### src/rtl/fetch_queue.sv
// Decoupling queue between fetch and decode: a circular buffer of {pc, instr, exc} entries, emptied in one cycle by flush.
// Optional zero-latency empty-queue bypass is enabled by defining FETCH_QUEUE_BYPASS_EN.
module fetch_queue #(
  parameter int DEPTH = 4,
  parameter int AW    = $clog2(DEPTH)
) (
  input  logic          clk,
  input  logic          rst,
  input  logic          flush,
  input  logic          in_valid,
  input  logic [31:0]   in_pc,
  input  logic [31:0]   in_instr,
  input  logic          in_exc,
  output logic          in_ready,
  output logic          out_valid,
  output logic [31:0]   out_pc,
  output logic [31:0]   out_instr,
  output logic          out_exc,
  input  logic          out_ready,
  output logic [AW:0]   count
);

  // Handshake: a transfer occurs on a side in any cycle where its valid and
  // ready are both high and flush is low; flush kills both sides that cycle.

  logic [AW:0]   wr_ptr_q, wr_ptr_d;
  logic [AW:0]   rd_ptr_q, rd_ptr_d;
  logic [31:0]   pc_q    [DEPTH];
  logic [31:0]   pc_d    [DEPTH];
  logic [31:0]   instr_q [DEPTH];
  logic [31:0]   instr_d [DEPTH];
  logic          exc_q   [DEPTH];
  logic          exc_d   [DEPTH];

  logic          empty;
  logic          full;
  logic          push;
  logic          pop;
  logic          bypass;
  logic          byp_consume;
  logic [31:0]   wr_instr;
  logic [AW-1:0] wr_idx;
  logic [AW-1:0] rd_idx;

  assign wr_idx   = wr_ptr_q[AW-1:0];
  assign rd_idx   = rd_ptr_q[AW-1:0];
  assign empty    = (wr_ptr_q == rd_ptr_q);
  assign full     = (wr_ptr_q[AW] != rd_ptr_q[AW]) && (wr_idx == rd_idx);
  // A faulting fetch carries no meaningful word, so a nop travels with it.
  assign wr_instr = in_exc ? 32'h0 : in_instr;

`ifdef FETCH_QUEUE_BYPASS_EN
  assign bypass      = empty & in_valid & ~flush;
  assign byp_consume = bypass & out_ready;
`else
  assign bypass      = 1'b0;
  assign byp_consume = 1'b0;
`endif

  // in_ready depends on registered state only, so a same-cycle pop never frees a slot for a push.
  assign in_ready  = ~full;
  assign push      = in_valid & ~full & ~flush & ~byp_consume;
  assign pop       = ~empty & out_ready & ~flush;
  assign out_valid = ~empty | bypass;
  assign out_pc    = bypass ? in_pc    : pc_q[rd_idx];
  assign out_instr = bypass ? wr_instr : instr_q[rd_idx];
  assign out_exc   = bypass ? in_exc   : exc_q[rd_idx];
  assign count     = wr_ptr_q - rd_ptr_q;

  always_comb begin
    wr_ptr_d = wr_ptr_q;
    rd_ptr_d = rd_ptr_q;
    pc_d     = pc_q;
    instr_d  = instr_q;
    exc_d    = exc_q;
    if (flush) begin
      wr_ptr_d = '0;
      rd_ptr_d = '0;
    end else begin
      if (push) begin
        pc_d[wr_idx]    = in_pc;
        instr_d[wr_idx] = wr_instr;
        exc_d[wr_idx]   = in_exc;
        wr_ptr_d        = wr_ptr_q + 1'b1;
      end
      if (pop) begin
        rd_ptr_d = rd_ptr_q + 1'b1;
      end
    end
  end

  always_ff @(posedge clk) begin
    if (rst) begin
      wr_ptr_q <= '0;
      rd_ptr_q <= '0;
      for (int i = 0; i < DEPTH; i++) begin
        pc_q[i]    <= '0;
        instr_q[i] <= '0;
        exc_q[i]   <= 1'b0;
      end
    end else begin
      wr_ptr_q <= wr_ptr_d;
      rd_ptr_q <= rd_ptr_d;
      pc_q     <= pc_d;
      instr_q  <= instr_d;
      exc_q    <= exc_d;
    end
  end

endmodule

### config.mk
export PLATFORM = sky130hd
export DESIGN_NAME = fetch_queue
export DESIGN_NICKNAME = d
export VERILOG_FILES = /design/src/rtl/fetch_queue.sv
export SDC_FILE = /design/constraint.sdc
export NUM_CORES = 1
export LEC_CHECK = 0
export ABC_AREA = 1
export ABC_CLOCK_PERIOD_IN_PS = 3800
export CORE_ASPECT_RATIO = 1.2
export CORE_UTILIZATION = 25
export DETAILED_ROUTE_END_ITERATION = 6
export PLACE_DENSITY = 0.5
export SLEW_MARGIN = 20
export SYNTH_ARGS = -nofsm -noshare
export SYNTH_HDL_FRONTEND = slang
export SYNTH_SLANG_ARGS = --single-unit
### constraint.sdc
create_clock -name clk -period 3.8 [get_ports clk]
set_clock_uncertainty 0.05 [all_clocks]
set_input_delay 0.95 -clock clk [delete_from_list [all_inputs] [get_ports clk]]
set_output_delay 0.95 -clock clk [all_outputs]
set_load 0.01 [all_outputs]
# [Word-level counts from Yosys, hierarchy flattened]
# Cells that the tools add are included.
# W data, S select, Z words.
[word_totals] ff_bits=266 latch_bits=0 ramBits=0 romBits=0 inputBits=70 out_inout_bits=70 word_cells=53 mem_count=0
[classes] add_sub_neg=3 multipliers=0 div_mod_pow=0 order_cmp=3 n_eq_ne=3 shifts=0 mux=17 bitwise=9 n_reduce_logical=4
[op_table] cell="$bwmux W128" count=2
[op_table] cell="$mux W32" count=6
[op_table] cell="$bmux W32 S2" count=2
[op_table] cell="$demux W32 S2" count=1
[op_table] cell="$add A3 B1 Y3 const B" count=2
[op_table] cell="$ge A3 B3 Y1 const B" count=2
[op_table] cell="$not A2 Y3" count=2
[op_table] cell="$and A1 B1 Y1" count=4
[op_table] cell="$bwmux W4" count=1
[op_table] cell="$eq A3 B3 Y1" count=1
[op_table] cell="$lt A3 B1 Y1 const B" count=1
[op_table] cell="$mux W1" count=3
[op_table] cell="$not A1 Y1" count=3
[op_table] cell="$sub A3 B3 Y3" count=1
[op_table] cell="$bmux W1 S2" count=1
[op_table] cell="$demux W1 S2" count=1
[op_table] cell="$eq A2 B2 Y1" count=1
[op_table] cell="$logic_and A1 B1 Y1" count=2
[op_table] cell="$reduce_and A2 Y1" count=1
[op_table] cell="$reduce_or A2 Y1" count=1
[op_table] cell="$ne A1 B1 Y1" count=1

# [Longest topological paths before layout]
# Gate-level depths: netlist of run 1.
[depth] word_depth=6 depth_mapped=13 depth_no_buf=9

# [Least setup slack after synthesis of run 1]
# No wires, ideal clock.
[synth_timing] kind="register to output" startpoint="register rd_ptr_q[1]" endpoint="output in_ready" arrival_ns=1.825 required_ns=2.800 path_slack_ns=0.975 stages_incl_launch_ff=10 path_cell_list="dfxtp_1 -> inv_1 -> clkbuf_1 -> clkbuf_1 -> ha_1 -> nand2_1 -> inv_1 -> nand3_2 -> buf_4 -> buf_2"
[synth_via] elab_chain_cells=3
[synth_rtl] element="from (decl)" line_no="27" source="logic [AW:0] rd_ptr_q, rd_ptr_d;"
[synth_rtl] element="from (signal assigned)" line_no="103" source="rd_ptr_q <= rd_ptr_d;"
[synth_rtl] element="$eq A2 B2 Y1" line_no="48" source="assign full = (wr_ptr_q[AW] != rd_ptr_q[AW]) && (wr_idx == rd_idx);"
[synth_rtl] element="$logic_and A1 B1 Y1" line_no="48"
[synth_rtl] element="$not A1 Y1" line_no="61" source="assign in_ready = ~full;"
[synth_rtl] element="to (decl)" line_no="14" source="output logic in_ready,"
# No other way between the ends.

# [Worst setup path after layout of run 1]
[layout_timing] startpoint="register rd_ptr_q[0]" endpoint="output count[2]"
[layout_via] elab_chain_cells=1
[layout_rtl] element="$sub A3 B3 Y3" line_no="68" source="assign count = wr_ptr_q - rd_ptr_q;"
[layout_rtl] element="to (decl)" line_no="20" source="output logic [AW:0] count"
# No other way between the ends.

==> flow_summary.toml, run 1 <==
[clock_network]
cts.sink_count = 266
cts_buffer_depth = 3
postCtsHoldBufs = 0
clk_pin_slew_worst_paths_ns = 0.06
cts_max_level = 2
cts_tree = "built"
cts.repair.resized = 1
cts_buffers = 34
root_buffer = "clkbuf_16"
postCtsSetupBuffers = 0
insertion_delay_ns = 0.53

[power]
internal_power_uw = 5040
vdd_drop_max_mv = 0.195
seq_power_share_pct = 43.1
clkPwrFrac_pct = 48.5
pwr-share-comb_pct = 8.5
powerDensity_nw_per_um2 = 412
p_switching_uw = 1640
p_leak_uw = 0.00830
switching_share_pct = 24.5

[floorplanning]
design.portCount = 140
fp.coreArea_sq_um = 51500
die-area_sq_um = 53100
die_w_um = 211
die_h_um = 252
start_util_pct = 25.4
rows = 91

[logic_synthesis]
synthArstFlopShare_pct = 0
synth_seq_cells = 266
netlist-cell-type-count = 20
synthCells = 2165
synth_top_area_share_pct = 40.8
ys.flop_type = "dfxtp_1"
yosysTopAreaCell = "dfxtp_1"
syn_area_sq_um = 13100
synth_nets = 2243
ys_seq_area_share_pct = 40.8
avgSynthCellArea_sq_um = 6.03
synth_common_cells = "nand2_1 (631), nor2_1 (500), inv_1 (321)"
synth_most_common_cell = "nand2_1"
synth_warnings = 0
netlist_top_cells_area = "dfxtp_1 (41%), nand2_1 (18%), nor2_1 (14%), inv_1 (9.2%), a21oi_1 (7.7%)"
synth_edf_count = 0

[grt]
grt-ovfl-total = 0
grt_pass1_wl_um = 61300
grt_max_degree = 100
track_usage_pct = 14.4
antenna_found_initial = 1
grt_pass1_vias = 11500

[timing]
final_hold_viol_count = 0
maxSlewHeadroom_pct = 33.4
timing.setup.tns_ns = 0
min_period_over_period_pct = 94.5
slew_violations = 0
worst_slew_pin_slew_ns = 0.999
rsz0062_at_grt = "false"
holdWs_ns = 0.456
setup_violations = 0
clock.fmax_mhz = 279
finalCriticalPeriod_ns = 3.59

[worst_setup_path]
path_cells = "buf_4 -> ha_1 -> fa_1 -> xor2_1 -> clkdlybuf4s50_1"
crit_path_max_incr_delay_ns = 0.60
cp_slowest_cell = "clkdlybuf4s50_1"
worstPathMaxFanout = 20
cp-end-kind = "output port"
cp.arrival_ns = 2.59
crit_required_ns = 2.80
start_kind = "flip-flop"
crit_type = "flip-flop to output port"

[placed_design]
placed_area_sq_um = 15100
routabilityCongestion = 0.726
port_buffers = 139
hpwl_um = 22000

[final_layout]
drive_above_1_share_pct = 4.04
n_fill_cell = 5679
area_delta_synth_final_pct = 24.2
design_area_sq_um = 16200
nets = 2310

[min_path]
min_path_type = "flip-flop to flip-flop"

[job]
drv_cap = 0

[route]
antenna_left = 0
routed_wl_um = 38300
drc = 0
drtIter0Drc = 726
wl_per_cell_um = 13.0
routed_via_density = 4.20
vias = 12400
drt_pass1_iterations = 5

[run_status]
status = "finished, final reports clean"
-- sequential cells by signal, summed over array words and instances (netlist names) --
register  count
rd_ptr_q      3
pc_q        128
exc_q         4
wr_ptr_q      3
instr_q     128
-- cells by family after synthesis --
| group | share of synthesized area [%] |
|---|---|
| simple gates | 34.3 |
| buf+inv | 13.6 |
| compound gates | 10.2 |
| flops | 40.8 |
| fa+ha+maj | 0.824 |
| xor+xnor | 0.201 |
-- path summary, 6_finish.rpt --
path                                               start                  endpoint  slack [ns]  depth (start not counted)
worst max-delay path            rd_ptr_q[0]$_SDFFE_PP0P_                  count[2]        0.21                          5
worst min-delay path            instr_q[54]$_SDFFE_PP0P_  instr_q[54]$_SDFFE_PP0P_        0.46                          4
worst max register to register  rd_ptr_q[1]$_SDFFE_PP0P_      pc_q[1]$_SDFFE_PP0P_        0.84                         11
worst min register to register  instr_q[54]$_SDFFE_PP0P_  instr_q[54]$_SDFFE_PP0P_        0.46                          4
-- metal layers --
layer	track usage (%)	vias up	share of wire [%]	routed length (um)
met5	0	-	0	0
met1	18.4	5582	47	18000
met2	24.3	214	46	17500
met3	2.76	52	4.4	1670
li1	-	6559	-	-
met4	4.64	0	2.7	1030
-- metrics by stage --
step                      setup WS (ns)  std cells  utilization, %  total power, uW
after global routing             0.0984       2952            31.5             6990
after global placement            0.557       2893            29.3             3500
final                             0.210       2952            31.5             6680
after CTS                        0.0772       2951            31.5             6830
after floorplan                   0.975       2165               -             3230
after detailed placement          0.564       2893            29.3             3510
-- placed cells by master, fill, tap and decap left out --
| cell | n |
|---|---|
| nand2_1 | 631 |
| nor2_1 | 500 |
| inv_1 | 319 |
| dfxtp_1 | 265 |
| a21oi_1 | 201 |
| clkdlybuf4s50_1 | 139 |
| o21ai_0 | 65 |
| clkbuf_16 | 35 |
| nand4_1 | 22 |
| buf_4 | 15 |
| clkbuf_8 | 10 |
| buf_12 | 9 |
| nand3_1 | 7 |
| ha_1 | 7 |
| clkinv_2 | 5 |
| nand3_4 | 4 |
| inv_6 | 4 |
| xor2_1 | 3 |
| clkbuf_1 | 3 |
| clkinv_4 | 2 |
| diode_2 | 1 |
| inv_2 | 1 |
| nand3_2 | 1 |
| nor2_2 | 1 |
| fa_1 | 1 |
| clkinvlp_4 | 1 |
| bufinv_16 | 1 |
| buf_6 | 1 |
| dfxtp_4 | 1 |
-- area by class of cell --
class                           instances  area [sq um]  share of cell area (%)
Sequential cell                       266          5330                    32.9
Clock buffer                           48          1020                    6.32
Antenna cell                            1          2.50                  0.0154
Multi-Input combinational cell       1443          5970                    36.8
Clock inverter                         10          88.8                   0.548
Timing Repair Buffer                  164          1700                    10.5
Inverter                              323          1230                    7.57
Tap cell                              697           872                    5.38
-- power by group through the flow --
stage / Combinational, uW / Clock [uW] / Sequential (uW)
final: 566 / 3240 / 2880
after CTS: 577 / 3380 / 2870
after global placement: 569 / 0 / 2930
after floorplan: 295 / 0 / 2930
after global routing: 633 / 3480 / 2880
after detailed placement: 572 / 0 / 2940
-- worst max-delay path, delay by kind of cell (launching register included) --
family / cells / cell delay [ns]
XOR/XNOR: 1 / 0.28
adder cells (fa/ha/maj): 2 / 0.60
buffers and inverters: 2 / 0.83
flip-flops: 1 / 0.36
No activity file was read; power rests on OpenSTA's default activity.
==> inputs of run 2 (changes only) <==
- CELL_PAD_IN_SITES_DETAIL_PLACEMENT: not set -> 1
- CELL_PAD_IN_SITES_GLOBAL_PLACEMENT: not set -> 1
- PLACE_DENSITY: 0.5 -> 0.63
- SLEW_MARGIN: 20 -> not set
==> run 2 against run 1 <==
Final cell count about the same. Power increased by 1.1%. Largest cell class unchanged. Combinational power increased by 2%. Register-to-register slack got worse by 0.03 ns. Critical endpoint is now out_pc[15]. Critical path type unchanged. Sequential share of layout area about the same. Non-clock buffer count unchanged.
==> flow_summary.toml, run 2 (synthesis gave the netlist of run 1 again) <==
[timing]
final_hold_viol_count = 0
maxSlewHeadroom_pct = 33.6
finalCriticalPeriod_ns = 3.59
timing.setup.tns_ns = 0
clock.fmax_mhz = 278
slew_violations = 0
worst_slew_pin_slew_ns = 0.997
min_period_over_period_pct = 94.5
rsz0062_at_grt = "false"
setup_violations = 0

[clock_network]
cts_buffer_depth = 3
cts_max_level = 2
postCtsHoldBufs = 0
clk_pin_slew_worst_paths_ns = 0.06
cts_buffers = 34
cts.sink_count = 266
cts_tree = "built"
root_buffer = "clkbuf_16"
insertion_delay_ns = 0.53

[power]
p_leak_uw = 0.00829
total_power_uw = 6750
seq_power_share_pct = 42.6
internal_power_uw = 5110
switching_share_pct = 24.3
powerDensity_nw_per_um2 = 417
p_switching_uw = 1640
vdd_drop_max_mv = 0.207
pwr-share-comb_pct = 8.5
clkPwrFrac_pct = 48.8

[floorplanning]
rows = 91
die_h_um = 252
die-area_sq_um = 53100
start_util_pct = 25.4
fp.coreArea_sq_um = 51500
design.portCount = 140
die_w_um = 211

[worst_setup_path]
cp.arrival_ns = 2.59
crit_type = "flip-flop to output port"
worstPathMaxFanout = 52
crit_required_ns = 2.80
cp_top_family = "buffers and inverters"
start_kind = "flip-flop"
path_cells = "inv_6 -> buf_12 -> a21oi_1 -> a21oi_1 -> clkdlybuf4s50_1"
crit_path_max_incr_delay_ns = 0.60
cpMostUsedCell = "a21oi_1"
cp_slowest_cell = "clkdlybuf4s50_1"
path_buf_inv = 3
cp-end-kind = "output port"

[route]
vias = 12800
routed_wl_um = 41800
drt_pass1_iterations = 4
drtIter0Drc = 448
antenna_left = 0
wl_per_cell_um = 14.2
drc = 0
routed_via_density = 4.34

[run_status]
status = "finished, final reports clean"

[grt]
gr-usage-met3_pct = 2.57
grtUsageMet2_pct = 28.8
grt_pass1_wl_um = 67900
grt-ovfl-total = 0
grt_pass1_vias = 13300
antenna_found_initial = 1
top_usage_layer = "met2"
grtUsageMet1_pct = 19.2
track_usage_pct = 15.9
grt_max_degree = 98

[final_layout]
mostFrequentLayoutCells = "nand2_1 (631), nor2_1 (500), inv_1 (319)"
top_regs = "instr_q (128), pc_q (128), exc_q (4)"
area_delta_synth_final_pct = 24.1
drive_above_1_share_pct = 3.77
nets = 2310
multi_input_area_sq_um = 5970
n_fill_cell = 6598
seq_area_sq_um = 5330
layout_commonest_cell = "nand2_1"

[placed_design]
port_buffers = 139
hpwl_um = 25200
routabilityCongestion = 0.743

[min_path]
min_path_type = "flip-flop to flip-flop"

[job]
drv_cap = 0
==> run 2: per-layer routing <==
metal  wire length, um  up-vias
li1                  -     6551
met1             19200     6076
met2             20400      152
met3              1330       47
met4               855        0
met5                 0        -
==> run 2: final timing paths <==
kind,from,to,slack (ns),cells after the start
max,rd_ptr_q[1]$_SDFFE_PP0P_,out_pc[15],0.21,5
min,instr_q[54]$_SDFFE_PP0P_,instr_q[54]$_SDFFE_PP0P_,0.46,4
max reg2reg,rd_ptr_q[1]$_SDFFE_PP0P_,pc_q[2]$_SDFFE_PP0P_,0.81,11
min reg2reg,instr_q[54]$_SDFFE_PP0P_,instr_q[54]$_SDFFE_PP0P_,0.46,4
==> run 2: timing repair <==
action / 4_1_cts / 5_1_grt
endpoints found under the setup margin: 0 / 10
setup buffers: 0 / 1
resized for setup: 0 / 1
endpoints found under the hold margin: 0 / 0
==> run 2: power by group through the flow <==
| stage | clock (uW) | combinational, uW | sequential, uW |
|---|---|---|---|
| 6_report | 3300 | 575 | 2880 |
| 5_1_grt | 3540 | 642 | 2880 |
| 4_1_cts | 3430 | 589 | 2880 |
| 3_5_place_dp | 0 | 584 | 2940 |
| 3_3_place_gp | 0 | 575 | 2940 |
| 2_1_floorplan | 0 | 295 | 2930 |
==> run 2: through the flow <==
step                cell area [sq um]  instances  hold slack, ns  worst slack, ns  util (%)
floorplan                       13100       2165           0.424            0.975         -
global placement                15100       2892           0.446            0.657      29.3
detailed placement              15100       2892           0.454            0.619      29.3
CTS                             16200       2951           0.466           0.0294      31.4
global route                    16200       2953           0.493           0.0635      31.5
finish                          16200       2953           0.461            0.207      31.5
==> run 2: final cells by class <==
class / instances / share of cell area (%)
Timing Repair Buffer: 164 / 10.4
Inverter: 323 / 7.59
Clock buffer: 51 / 6.15
Clock inverter: 8 / 0.734
Antenna cell: 1 / 0.0154
Sequential cell: 266 / 32.9
Multi-Input combinational cell: 1443 / 36.9
Tap cell: 697 / 5.38
==> run 2: worst register-to-register path, cell delays in order (launching register included) <==
cell and delay, ns:
dfxtp_1 0.48, inv_6 0.21, ha_1 0.35, nand2_1 0.05, inv_1 0.09, nand3_2 0.15
buf_4 0.30, nand3_4 0.12, buf_4 0.77, nand2_1 0.16, nand2_1 0.11, nor2_1 0.04
